## config.mk

```make
export PLATFORM = sky130hd
export DESIGN_NAME = draw_player_anim
export DESIGN_NICKNAME = d
export VERILOG_FILES = /design/src/rtl/draw_player_anim.sv
export SDC_FILE = /design/constraint.sdc
export NUM_CORES = 1
export LEC_CHECK = 0
export ABC_AREA = 1
export BUFFER_PORTS_ARGS = -buffer_cell sky130_fd_sc_hd__buf_2
export CORE_MARGIN = 1
export CORE_UTILIZATION = 31
export DETAILED_ROUTE_END_ITERATION = 7
export PLACE_DENSITY = 0.58
export SYNTH_ARGS = -nofsm -noshare
export SYNTH_HDL_FRONTEND = slang
export SYNTH_SLANG_ARGS = --single-unit
export TNS_END_PERCENT = 100
```

## constraint.sdc

```tcl
create_clock -name clk -period 8.6 [get_ports clk]
set_input_delay 0.43 -clock clk [delete_from_list [all_inputs] [get_ports clk]]
set_output_delay 0.43 -clock clk [all_outputs]
set_load 0.01 [all_outputs]
```

## src/rtl/draw_player_anim.sv

```systemverilog
// draw_player_anim: player-sprite overlay for the VGA pixel pipeline.
// Draws one player at a latched x position. The pose comes from the movement state,
// legs alternate per frame for the walk animation, and a three-state FSM drives a
// vertical jump. Position, pose, jump and animation only change on the frame tick,
// which is the pixel at vcount==0 && hcount==0.
//
// Ports
//   clk, rst                    pixel clock, asynchronous active-high reset
//   vcount_i .. rgb_i           incoming VGA timing fields and background colour
//   vcount_o .. rgb_o           the same fields delayed exactly 2 clocks, sprite overlaid on rgb
//   xpos_i                      requested sprite left edge (clamped so the sprite stays on screen)
//   state_i                     movement state: 0 IDLE, 1 LEFT1, 2 LEFT2, 3 RIGHT1, 4 RIGHT2
//   jump_req_i                  level request to start a jump (only honoured on the ground)
//   on_ground_o                 1 while the jump FSM is in GROUND
//   jump_state_o                jump FSM state (0 GROUND, 1 RISE, 2 FALL), for observation
//   yoff_o, anim_phase_o        current jump offset and walk phase, for observation
//
// Handshake: none. The block is a fixed 2-stage pipeline that accepts a pixel every
// clock; there is no valid/ready, every input cycle produces an output 2 cycles later.
module draw_player_anim #(
  parameter int          SPRITE_W    = 40,
  parameter int          SPRITE_H    = 90,
  parameter int          GROUND_Y    = 500,
  parameter logic [11:0] BODY_RGB    = 12'hF00,
  parameter logic [11:0] EYE_RGB     = 12'h0FF,
  parameter int          ANIM_DIV    = 8,
  parameter int          JUMP_HEIGHT = 64,
  parameter int          JUMP_STEP   = 4,
  parameter int          HOR_PIXELS  = 1024
) (
  input  logic        clk,
  input  logic        rst,
  input  logic [10:0] vcount_i,
  input  logic [10:0] hcount_i,
  input  logic        vsync_i,
  input  logic        hsync_i,
  input  logic        vblnk_i,
  input  logic        hblnk_i,
  input  logic [11:0] rgb_i,
  output logic [10:0] vcount_o,
  output logic [10:0] hcount_o,
  output logic        vsync_o,
  output logic        hsync_o,
  output logic        vblnk_o,
  output logic        hblnk_o,
  output logic [11:0] rgb_o,
  input  logic [11:0] xpos_i,
  input  logic [2:0]  state_i,
  input  logic        jump_req_i,
  output logic        on_ground_o,
  output logic [1:0]  jump_state_o,
  output logic [11:0] yoff_o,
  output logic        anim_phase_o
);

  localparam logic [2:0] ST_IDLE   = 3'd0;
  localparam logic [2:0] ST_LEFT2  = 3'd2;
  localparam logic [2:0] ST_RIGHT2 = 3'd4;

  localparam logic [11:0] X_MAX = 12'(HOR_PIXELS - SPRITE_W);
  localparam logic [11:0] Y_TOP = 12'(GROUND_Y - SPRITE_H);
  localparam logic [11:0] W     = 12'(SPRITE_W);
  localparam logic [11:0] H     = 12'(SPRITE_H);
  localparam logic [11:0] STEP  = 12'(JUMP_STEP);
  localparam logic [11:0] PEAK  = 12'(JUMP_HEIGHT);

  // Front-pose geometry, scaled from the 40x90 reference drawing.
  localparam logic [11:0] EAR_O     = 12'(SPRITE_W / 4);
  localparam logic [11:0] EAR_I     = 12'(SPRITE_W * 3 / 8);
  localparam logic [11:0] EAR_SPLIT = 12'(SPRITE_H / 18);
  localparam logic [11:0] BODY_TOP  = 12'(SPRITE_H / 9);
  localparam logic [11:0] LEG_TOP   = 12'(SPRITE_H * 7 / 9);
  localparam logic [11:0] EYE_SZ    = 12'(SPRITE_W * 6 / 40);
  localparam logic [11:0] EYE_Y     = 12'(SPRITE_H * 27 / 90);
  localparam logic [11:0] EYE_LX    = 12'(SPRITE_W * 7 / 40);
  localparam logic [11:0] EYE_RX    = 12'(SPRITE_W * 24 / 40);
  localparam logic [11:0] LEG_SH    = 12'(SPRITE_W * 3 / 40);
  // Side-pose geometry: the side view is narrower than the box (W - EAR_O wide).
  localparam logic [11:0] SIDE_W    = W - EAR_O;
  localparam logic [11:0] SIDE_EW   = 12'(SPRITE_W / 8);
  localparam logic [11:0] SIDE_EY   = 12'(SPRITE_H * 2 / 9);
  localparam logic [11:0] SIDE_EH   = 12'(SPRITE_H * 2 / 9);

  localparam int            CNT_W    = (ANIM_DIV > 1) ? $clog2(ANIM_DIV) : 1;
  localparam logic [CNT_W-1:0] CNT_LAST = CNT_W'(ANIM_DIV - 1);

  typedef enum logic [1:0] {
    JS_GROUND = 2'd0,
    JS_RISE   = 2'd1,
    JS_FALL   = 2'd2
  } jump_state_e;

  // Frame-rate state
  jump_state_e      jst_q, jst_d;
  logic [11:0]      yoff_q, yoff_d;
  logic [11:0]      xpos_q, xpos_d;
  logic [2:0]       state_q, state_d;
  logic [CNT_W-1:0] cnt_q, cnt_d;
  logic             phase_q, phase_d;
  logic             on_ground_q, on_ground_d;

  logic        frame_tick;
  logic [11:0] yoff_up, yoff_dn;
  logic        walking;

  assign frame_tick = (vcount_i == 11'd0) && (hcount_i == 11'd0);
  assign yoff_up    = yoff_q + STEP;
  assign yoff_dn    = yoff_q - STEP;
  assign walking    = (state_q != ST_IDLE) && (state_q <= ST_RIGHT2);

  always_comb begin
    jst_d   = jst_q;
    yoff_d  = yoff_q;
    xpos_d  = xpos_q;
    state_d = state_q;
    cnt_d   = cnt_q;
    phase_d = phase_q;
    if (frame_tick) begin
      xpos_d  = (xpos_i > X_MAX) ? X_MAX : xpos_i;
      state_d = state_i;
      case (jst_q)
        JS_GROUND: begin
          if (jump_req_i) begin
            jst_d  = JS_RISE;
            yoff_d = STEP;
          end
        end
        JS_RISE: begin
          yoff_d = yoff_up;
          if (yoff_up == PEAK) jst_d = JS_FALL;
        end
        JS_FALL: begin
          yoff_d = yoff_dn;
          if (yoff_dn == 12'd0) jst_d = JS_GROUND;
        end
        default: begin
          jst_d  = JS_GROUND;
          yoff_d = 12'd0;
        end
      endcase
      // Walk animation is judged on the pose and ground status in force this frame.
      if (state_q == ST_IDLE) begin
        cnt_d   = '0;
        phase_d = 1'b0;
      end else if (walking && (jst_q == JS_GROUND)) begin
        if (cnt_q == CNT_LAST) begin
          cnt_d   = '0;
          phase_d = ~phase_q;
        end else begin
          cnt_d = cnt_q + 1'b1;
        end
      end
    end
    on_ground_d = (jst_d == JS_GROUND);
  end

  always_ff @(posedge clk or posedge rst) begin
    if (rst) begin
      jst_q       <= JS_GROUND;
      yoff_q      <= 12'd0;
      xpos_q      <= 12'd0;
      state_q     <= ST_IDLE;
      cnt_q       <= '0;
      phase_q     <= 1'b0;
      on_ground_q <= 1'b1;
    end else begin
      jst_q       <= jst_d;
      yoff_q      <= yoff_d;
      xpos_q      <= xpos_d;
      state_q     <= state_d;
      cnt_q       <= cnt_d;
      phase_q     <= phase_d;
      on_ground_q <= on_ground_d;
    end
  end

  assign on_ground_o  = on_ground_q;
  assign jump_state_o = jst_q;
  assign yoff_o       = yoff_q;
  assign anim_phase_o = phase_q;

  // Stage 1: sprite-relative coordinates. Negative offsets wrap to large values,
  // so a single unsigned compare per axis decides whether we are in the box.
  logic [11:0] dx_c, dy_c;
  assign dx_c = {1'b0, hcount_i} - xpos_q;
  assign dy_c = {1'b0, vcount_i} - (Y_TOP - yoff_q);

  logic [10:0] vcount_s1_q, hcount_s1_q;
  logic        vsync_s1_q, hsync_s1_q, vblnk_s1_q, hblnk_s1_q;
  logic [11:0] rgb_s1_q, dx_s1_q, dy_s1_q;
  logic        inside_s1_q, phase_s1_q;
  logic [2:0]  pose_s1_q;

  always_ff @(posedge clk or posedge rst) begin
    if (rst) begin
      vcount_s1_q <= '0;
      hcount_s1_q <= '0;
      vsync_s1_q  <= 1'b0;
      hsync_s1_q  <= 1'b0;
      vblnk_s1_q  <= 1'b0;
      hblnk_s1_q  <= 1'b0;
      rgb_s1_q    <= '0;
      dx_s1_q     <= '0;
      dy_s1_q     <= '0;
      inside_s1_q <= 1'b0;
      pose_s1_q   <= ST_IDLE;
      phase_s1_q  <= 1'b0;
    end else begin
      vcount_s1_q <= vcount_i;
      hcount_s1_q <= hcount_i;
      vsync_s1_q  <= vsync_i;
      hsync_s1_q  <= hsync_i;
      vblnk_s1_q  <= vblnk_i;
      hblnk_s1_q  <= hblnk_i;
      rgb_s1_q    <= rgb_i;
      dx_s1_q     <= dx_c;
      dy_s1_q     <= dy_c;
      inside_s1_q <= (dx_c < W) && (dy_c < H);
      pose_s1_q   <= state_q;
      phase_s1_q  <= phase_q;
    end
  end

  // Stage 2: shape lookup and colour select.
  logic        body, eye;
  logic [11:0] rgb_d;
  logic        side_eye_row;

  assign side_eye_row = (dy_s1_q >= SIDE_EY) && (dy_s1_q < SIDE_EY + SIDE_EH);

  always_comb begin
    body = 1'b0;
    eye  = 1'b0;
    case (pose_s1_q)
      ST_RIGHT2: begin
        body = dx_s1_q < (SIDE_W - SIDE_EW);
        eye  = (dx_s1_q >= SIDE_W - SIDE_EW) && (dx_s1_q < SIDE_W) && side_eye_row;
      end
      ST_LEFT2: begin
        body = (dx_s1_q >= SIDE_EW) && (dx_s1_q < SIDE_W);
        eye  = (dx_s1_q < SIDE_EW) && side_eye_row;
      end
      default: begin
        if (dy_s1_q < EAR_SPLIT) begin
          body = (dx_s1_q < EAR_O) || (dx_s1_q >= W - EAR_O);
        end else if (dy_s1_q < BODY_TOP) begin
          body = (dx_s1_q < EAR_I) || (dx_s1_q >= W - EAR_I);
        end else if (dy_s1_q < LEG_TOP) begin
          body = 1'b1;
          eye  = (dy_s1_q >= EYE_Y) && (dy_s1_q < EYE_Y + EYE_SZ) &&
                 (((dx_s1_q >= EYE_LX) && (dx_s1_q < EYE_LX + EYE_SZ)) ||
                  ((dx_s1_q >= EYE_RX) && (dx_s1_q < EYE_RX + EYE_SZ)));
        end else if (phase_s1_q) begin
          // Second walk phase: both legs step LEG_SH pixels toward the centre.
          body = ((dx_s1_q >= LEG_SH) && (dx_s1_q < EAR_I + LEG_SH)) ||
                 ((dx_s1_q >= W - EAR_I - LEG_SH) && (dx_s1_q < W - LEG_SH));
        end else begin
          body = (dx_s1_q < EAR_I) || (dx_s1_q >= W - EAR_I);
        end
      end
    endcase

    rgb_d = rgb_s1_q;
    if (!(hblnk_s1_q || vblnk_s1_q) && inside_s1_q) begin
      if (eye)       rgb_d = EYE_RGB;
      else if (body) rgb_d = BODY_RGB;
    end
  end

  always_ff @(posedge clk or posedge rst) begin
    if (rst) begin
      vcount_o <= '0;
      hcount_o <= '0;
      vsync_o  <= 1'b0;
      hsync_o  <= 1'b0;
      vblnk_o  <= 1'b0;
      hblnk_o  <= 1'b0;
      rgb_o    <= '0;
    end else begin
      vcount_o <= vcount_s1_q;
      hcount_o <= hcount_s1_q;
      vsync_o  <= vsync_s1_q;
      hsync_o  <= hsync_s1_q;
      vblnk_o  <= vblnk_s1_q;
      hblnk_o  <= hblnk_s1_q;
      rgb_o    <= rgb_d;
    end
  end

endmodule

```

==> out/results.txt, run 1 <==
The flow ran to the end, and the final reports show no timing, DRC or antenna violations. Summing over every cut layer, the via total after detailed routing is 5052. The number of hold buffers added after CTS was 0. Synthesis handed over a netlist of 756 instances. The die area came out at 0.0218 mm2. In this run the horizontal extent of the chip is 148 um. For this design, the sink count on the clock tree is 136. The mean number of vias per cell was 4.35; the overall die height was 148 um. Counting the buffers created by CTS gives 17. STA classifies the critical path startpoint as a flop. The total of buffers placed on input and output ports came out at 107. The power share of the sequential group was 45.8%. The H-tree was split into 4 levels. The library cell appearing most often on the critical path is sky130_fd_sc_hd__nand2_1. The class of the most critical setup path is flop to flop. Yosys mapped a number of flops with a built-in enable equal to 0. The logs give 0 for the setup fix buffers added after clock tree synthesis and 0 for the count of final hold-check violations. Entering global routing, the biggest net connects 79 pins. Across every metal layer, demand over resource in global routing totals 14.1%.

The most critical setup path has its startpoint at yoff_o[2]. Per report_power, the combinational group accounts for 7.5% of the total. The tools report the nature of the critical path endpoint as a flop. In the final routed layout, each cell accounts on average for 12.3 um. The post-layout net count was 970; the DRC violation count after routing was 0.

Sorting the synthesized cells by area gives the leading types as sky130_fd_sc_hd__dfrtp_1 51%, sky130_fd_sc_hd__nand2_1 10%, sky130_fd_sc_hd__ha_1 6.6%. After synthesis the netlist holds a flip-flop and latch count of 136. Fill cells in the final layout number 2140. TritonCTS built the clock tree. The clock network burns 46.7% of the power. The initial antenna violation count is 2. For the number of iterations in the first detailed-routing pass, the log shows 5. Dominant register cell in the synthesized netlist: sky130_fd_sc_hd__dfrtp_1. For this design the total switching power over the nets is 362 uW. The worst hold slack across all endpoints came out at 0.0722 ns. The count of endpoints failing setup in the final report came out at 0. Clock-pin slew was measured on the worst setup and hold paths at 0.06 ns.

After synthesis, the netlist uses 43 different library cells. The routed design has 14300 um of wire. Dividing total power by cell area gives a power density of 185 mW/mm2. On the critical path the largest part of the delay comes from adder cells.

The I/O pin count was 110. After routing, the total negative slack on setup checks comes to 0 ns. For the placed wire-length estimate, the log shows 11000 um. The tools report the iteration-0 DRC count of the detailed router as 214. Post-synthesis sequential area ratio: 51.7%. The internal power of the cells came out at 1.12 mW. Summed over all instances, the cell type with the most area after synthesis is sky130_fd_sc_hd__dfrtp_1. The share of the synthesized area in the top cell type is 51.3%. The stage delay of the slowest cell on the critical path works out to 0.44 ns. In this run the worst path has a maximum fanout of 6.

The tools report the maximum count of clock buffers along a single path as 2. The analysis attributes to cell leakage a power of 4.17 nW. The worst-case IR drop observed on VDD is 0.000121 V. The arrival time of data at the critical path endpoint came out at 2.99 ns. Setup repair after global routing left no endpoint under its margin. Kind of path behind the tightest hold check: input pin to asynchronous set/reset pin. The endpoint required time on the critical path is 8.94 ns. The cell row count was 52; the effective utilization at floorplan was 32.1%.

The run gives 0.00659 mm2 as the post-synthesis instance area. After global routing the overflow that remains totals 0. Overall power consumption after layout is estimated at 1.48 mW. Number of instances resized during post-cts repair: 0.

At the pin with the least slew margin, the transition time is 0.962 ns. The first-pass GRT wire length is 24000 um, and the mean area per synthesized cell is 8.72 um2. The smallest clock period supported by the final layout is computed as 2.65 ns. The tools report the count of maximum capacitance violations as 0. The slowest stage of the critical path belongs to the cell sky130_fd_sc_hd__dfrtp_1.

For the routability congestion estimate, the log shows 0.888. The worst register-to-register path begins at yoff_o[2]. The run gives 0 as the max-slew violation count. The final critical path takes up 30.9% of the cycle. The source-to-sink clock delay at the later pin of the worst-skew pair was 0.41 ns.

The core region area is 0.0206 mm2. The layout-stage area growth over the synthesis result is 21.5%, and the post-synthesis async set-or-reset flop share is 100%. The run gives 4849 as the via count of the first global-routing pass. Switching share of total power: 24.4%.

In this run the remaining antenna-violating nets after routing total 0. During synthesis, Yosys emitted a total of 0 warnings. In this run the tightest slew margin relative to its limit is 35.9%.

Counting both buffers and inverters, the worst setup path holds a total of 5. Walking the worst path, the cells encountered are inv_1 -> ha_1 -> inv_1 -> ha_1 -> inv_1 -> fa_1 -> inv_1 -> nand3_1 -> nand2_1 -> nand2_1 -> nand2_1 -> inv_2 -> nand2_1 -> nand2_1 -> nor2_1 -> nand4_1 -> nor2_1 -> nand3_1 -> nor2_1. For the clock skew after layout, the log shows 0.00626 ns.

In the synthesized netlist, the cells that appear most often are 182 x sky130_fd_sc_hd__nand2_1, 135 x sky130_fd_sc_hd__dfrtp_1, 114 x sky130_fd_sc_hd__inv_1, 71 x sky130_fd_sc_hd__nor2_1, 45 x sky130_fd_sc_hd__nand3_1. Yosys instantiated no cell more often than sky130_fd_sc_hd__nand2_1. The tools report the cell chosen for the clock root as sky130_fd_sc_hd__clkbuf_16. The fraction of final layout cells with drive strength greater than 1 is 20.3%, and the highest achievable clock rate is 0.377 GHz.
-- power by group through the flow --
stage,registers [mW],clock network (mW),logic (mW)
CTS,0.680,0.717,0.115
global placement,0.691,0,0.113
global route,0.682,0.746,0.130
detailed placement,0.691,0,0.114
floorplan,0.693,0,0.0664
finish,0.679,0.692,0.112
-- path summary, 6_finish.rpt --
| kind | to | slack, ns | cells after the start |
|---|---|---|---|
| max | inside_s1_q | 5.95 | 19 |
| min | vcount_o[1] | 0.07 | 2 |
| max reg2reg | inside_s1_q | 5.95 | 19 |
| min reg2reg | vcount_o[7] | 0.35 | 0 |
| max in group asynchronous | xpos_q[1] | 7.16 | 3 |
| min in group clk | hsync_s1_q | 0.12 | 1 |
-- cell type report --
class                   instances  area, um2  area share [%]
clock inverters                13        120            1.50
inverters                     126        480            6.00
well taps                     270        338            4.22
diodes                          2       5.00          0.0625
flip-flops and latches        136       3400            42.5
clock buffers                  19        453            5.65
repair buffers                108        543            6.78
multi-input cells             488       2670            33.3
-- state kept, by name (all words and copies together), names as in the netlist, 2 cells and up --
name	cells
xpos_q	12
jump_state_o	2
hcount_o	11
hcount_s1_q	11
dx_s1_q	12
vcount_s1_q	10
state_q	3
rgb_o	12
dy_s1_q	12
rgb_s1_q	12
vcount_o	11
cnt_q	3
yoff_o	10
pose_s1_q	3
-- cell families (layout without fill, tap and decap cells) --
family          count (synthesis)  after routing  share of synthesized area, %
compound gates                 81             81                          7.08
xor+xnor                       18             18                          2.39
fa+ha+maj                      37             37                          7.25
buf+inv                       133            266                          7.95
flops                         136            136                          51.7
other cells                     1              4                        0.0569
simple gates                  350            350                          23.6
-- cell usage in the layout (no fill, tap or decap), types with 4 or more instances in the layout --
cell and n:
sky130_fd_sc_hd__inv_6 4, sky130_fd_sc_hd__buf_2 107, sky130_fd_sc_hd__inv_1 113, sky130_fd_sc_hd__nor3_1 6, sky130_fd_sc_hd__clkinvlp_4 6, sky130_fd_sc_hd__nand2_1 182
sky130_fd_sc_hd__nand4_1 12, sky130_fd_sc_hd__nand3_2 5, sky130_fd_sc_hd__o21ai_1 23, sky130_fd_sc_hd__dfrtp_1 135, sky130_fd_sc_hd__xor2_1 13, sky130_fd_sc_hd__o21ai_0 19
sky130_fd_sc_hd__nand3_1 45, sky130_fd_sc_hd__nand2_2 5, sky130_fd_sc_hd__nor2_1 71, sky130_fd_sc_hd__nand3b_1 7, sky130_fd_sc_hd__a21oi_1 21, sky130_fd_sc_hd__nor2_4 6
sky130_fd_sc_hd__inv_2 9, sky130_fd_sc_hd__xnor2_1 5, sky130_fd_sc_hd__ha_1 35, sky130_fd_sc_hd__o22ai_1 5, sky130_fd_sc_hd__nor2_2 5, sky130_fd_sc_hd__clkbuf_16 17
-- stage by stage --
step / cell area, um2 / setup slack, ns / utilization (%) / cells
3_5_place_dp: 7430 / 5.98 / 36.1 / 1128
6_report: 8010 / 5.95 / 39.0 / 1162
2_1_floorplan: 6600 / 4.53 / - / 757
3_3_place_gp: 7430 / 6.05 / 36.1 / 1128
4_1_cts: 8010 / 5.94 / 38.9 / 1160
5_1_grt: 8010 / 5.68 / 38.9 / 1161
-- per-layer routing --
metal  vias up  part of all wire, %  wire, um  GRT usage [%]
met1      2297                   48      6810           18.4
met4         0                  1.3       184           4.95
li1       2634                    -         -              -
met3        14                  4.8       691           3.70
met5         -                    0         0              0
met2       107                   46      6570           22.6
Power figures use the tool's default switching activity.
==> run 2: changes to the inputs <==
==> constraint.sdc (replaced) <==
create_clock -name clk -period 2.8 [get_ports clk]
set_input_delay 0.14 -clock clk [delete_from_list [all_inputs] [get_ports clk]]
set_output_delay 0.14 -clock clk [all_outputs]
set_load 0.01 [all_outputs]
==> out/results.txt, run 2 (synthesized netlist as in run 1, its figures left out) <==
In this run the worst setup path terminates at inside_s1_q. The library cell used most frequently in the layout, excluding fill and tap cells, is sky130_fd_sc_hd__nand2_1. After filler insertion, the fill cell instance count of the layout stands at 2065. VDD sags by at most 0.000336 V. Max-cap violations in this run came to 0. The cell row count is 52. For the count of final hold-check violations, the log shows 0.

The count of vias placed by the detailed router was 5287. For the via count of the first global-routing pass, the log shows 5165. In the layout the commonest cells are 182 x sky130_fd_sc_hd__nand2_1, 135 x sky130_fd_sc_hd__dfrtp_1, 113 x sky130_fd_sc_hd__inv_1. The largest net degree at the start of global routing was 55; the endpoint required time on the critical path was 3.14 ns. Area used by sequential logic in the layout: 0.00340 mm2. Cells with a size suffix above 1 make up 19.5% of the layout. Power per cell area: 563 mW/mm2. The tools report the highest achievable clock rate as 0.393 GHz. The tools report the end of the worst register-to-register path as inside_s1_q. STA classifies the critical path startpoint as a flop. The number of instances resized during post-cts repair was 0; the overall routing resource usage was 14.3%. The root buffer cell chosen for the clock tree is sky130_fd_sc_hd__clkbuf_16. The iteration-0 DRC count of the detailed router was 196; the number of stages on the worst hold path was 3.

Clock-pin slew was measured on the worst setup and hold paths at 0.06 ns. TritonCTS created 17 clock buffers. The tools report the number of buffers added to fix hold violations after cts as 49.

The number of iterations in the first detailed-routing pass is 4, and the count of endpoints failing setup in the final report is 0. The logs give 1024 for the post-layout net count and 24600 um for the first-pass GRT wire length. The run gives 0 as the DRC violation count after routing. The kind of path behind the tightest hold check is input pin to flop. The run finished with clean final reports. Detailed placement finished with a half-perimeter wire length of 10900 um. The CTS sink count is 136. The total of buffers placed on input and output ports is 107, and the initial antenna violation count is 0. The worst reg2reg path startpoint is yoff_o[2].

The total length of routed wires is 14800 um. For the worst-skew pair, the clock arrives at the later sink with an insertion delay of 0.42 ns. The I/O pin count was 110; the max-slew violation count was 0.

The die is 148 um tall. The critical path starts at yoff_o[2]. At the worst endpoint, the arrival time is 2.88 ns. TritonCTS built the clock tree. Routability-driven placement finished with a final weighted congestion of 0.812. The mean number of vias per cell was 4.36; the post-detailed-route count of antenna-violating nets was 0.

Setup repair after global routing left no endpoint under its margin. Nature of the critical path endpoint: a flop. In the finished design, the share of the clock period the worst path needs comes to 90.8%. The H-tree generated during clock tree synthesis spans 4 levels. The die covers 0.0218 mm2. Worst slew margin relative to its limit: 56.3%.

Number of cells on the worst reg-to-reg path: 19. Compared with the post-synthesis result, the final layout area differs by 30.5%. The analysis attributes to cell leakage a power of 4.43 nW. Adding up every negative setup slack in the final design gives 0 ns.

Once the clock tree was built, the setup fixing pass inserted 0 buffers. The clock period minus final worst setup slack was 2.54 ns. Summing all multi-input logic gate instances after layout gives 0.00267 mm2.

At the pin with the least slew margin, the transition time is 0.654 ns. The overall power consumption was 4.85 mW. The run gives 0.0160 ns as the clock skew after layout. The maximum count of clock buffers along a single path is 2. The total grt overflow was 0.

The core region area is 0.0206 mm2, and the effective utilization at floorplan is 32.1%. The average routed wire per standard cell is 12.2 um. Core utilization of the finished layout: 41.8%.

The repair_antennas step left the layout with diodes totalling 0. In this run the register-to-register setup slack is 0.26 ns. The worst setup path is of the flop to flop kind. Along the worst path, the maximum fanout reaches 5. The die width came out at 148 um.
==> run 2: area by class of cell <==
class | instances | share of cell area (%)
timing repair buffer | 162 | 12.7
inverter | 126 | 5.57
tap | 270 | 3.93
sequential | 136 | 39.6
clock inverter | 12 | 2.04
multi-input combinational | 488 | 31.0
clock buffer | 19 | 5.15
==> run 2: critical path: stages, from the launching register on <==
cell                      delay, ns
sky130_fd_sc_hd__dfrtp_1       0.37
sky130_fd_sc_hd__inv_1         0.18
sky130_fd_sc_hd__ha_1          0.27
sky130_fd_sc_hd__inv_1         0.06
sky130_fd_sc_hd__ha_1          0.19
sky130_fd_sc_hd__inv_1         0.06
sky130_fd_sc_hd__fa_1          0.40
sky130_fd_sc_hd__inv_1         0.09
sky130_fd_sc_hd__nand3_1       0.08
sky130_fd_sc_hd__nand2_1       0.10
sky130_fd_sc_hd__nand2_1       0.05
sky130_fd_sc_hd__nand2_1       0.07
sky130_fd_sc_hd__inv_2         0.04
sky130_fd_sc_hd__nand2_1       0.04
sky130_fd_sc_hd__nand2_1       0.05
sky130_fd_sc_hd__nor2_1        0.09
sky130_fd_sc_hd__nand4_1       0.08
sky130_fd_sc_hd__nor2_1        0.09
sky130_fd_sc_hd__nand3_1       0.07
sky130_fd_sc_hd__nor2_1        0.10
==> run 2: how the worst min path moves through the flow <==
| stage | start | to | slack, ns |
|---|---|---|---|
| 3_3_place_gp | rgb_i[8] | rgb_s1_q[8] | 0.25 |
| 4_1_cts | xpos_i[7] | xpos_q[7] | 0.01 |
| 5_1_grt | xpos_i[7] | xpos_q[7] | 0.02 |
| 3_5_place_dp | vsync_i | vsync_s1_q | 0.25 |
| 2_1_floorplan | vcount_i[0] | dy_s1_q[0] | 0.17 |
| 6_report | xpos_i[7] | xpos_q[7] | 0.03 |
==> run 2: metal layers <==
layer | GRT usage, % | vias to the layer above | share of wire (%)
met3 | 3.64 | 8 | 4.2
met2 | 24.1 | 118 | 47
met1 | 18.2 | 2428 | 48
li1 | - | 2733 | -
met4 | 4.02 | 0 | 0.80
met5 | 0 | - | 0
==> run 2: stage by stage <==
stage	instances	cell area [um2]	hold WS, ns	setup slack, ns
2_1_floorplan	757	6600	0.171	0.406
3_3_place_gp	1133	7490	0.251	0.369
3_5_place_dp	1133	7490	0.249	0.247
4_1_cts	1213	8600	0.0108	0.233
5_1_grt	1213	8600	0.0196	0.00622
6_report	1213	8600	0.0261	0.258
==> run 2: power breakdown <==
group | leakage, nW | total [mW] | internal [mW] | switching [mW]
clock network | 0.295 | 2.36 | 1.51 | 0.848
logic | 2.59 | 0.404 | 0.175 | 0.229
registers | 1.54 | 2.09 | 2.05 | 0.0377
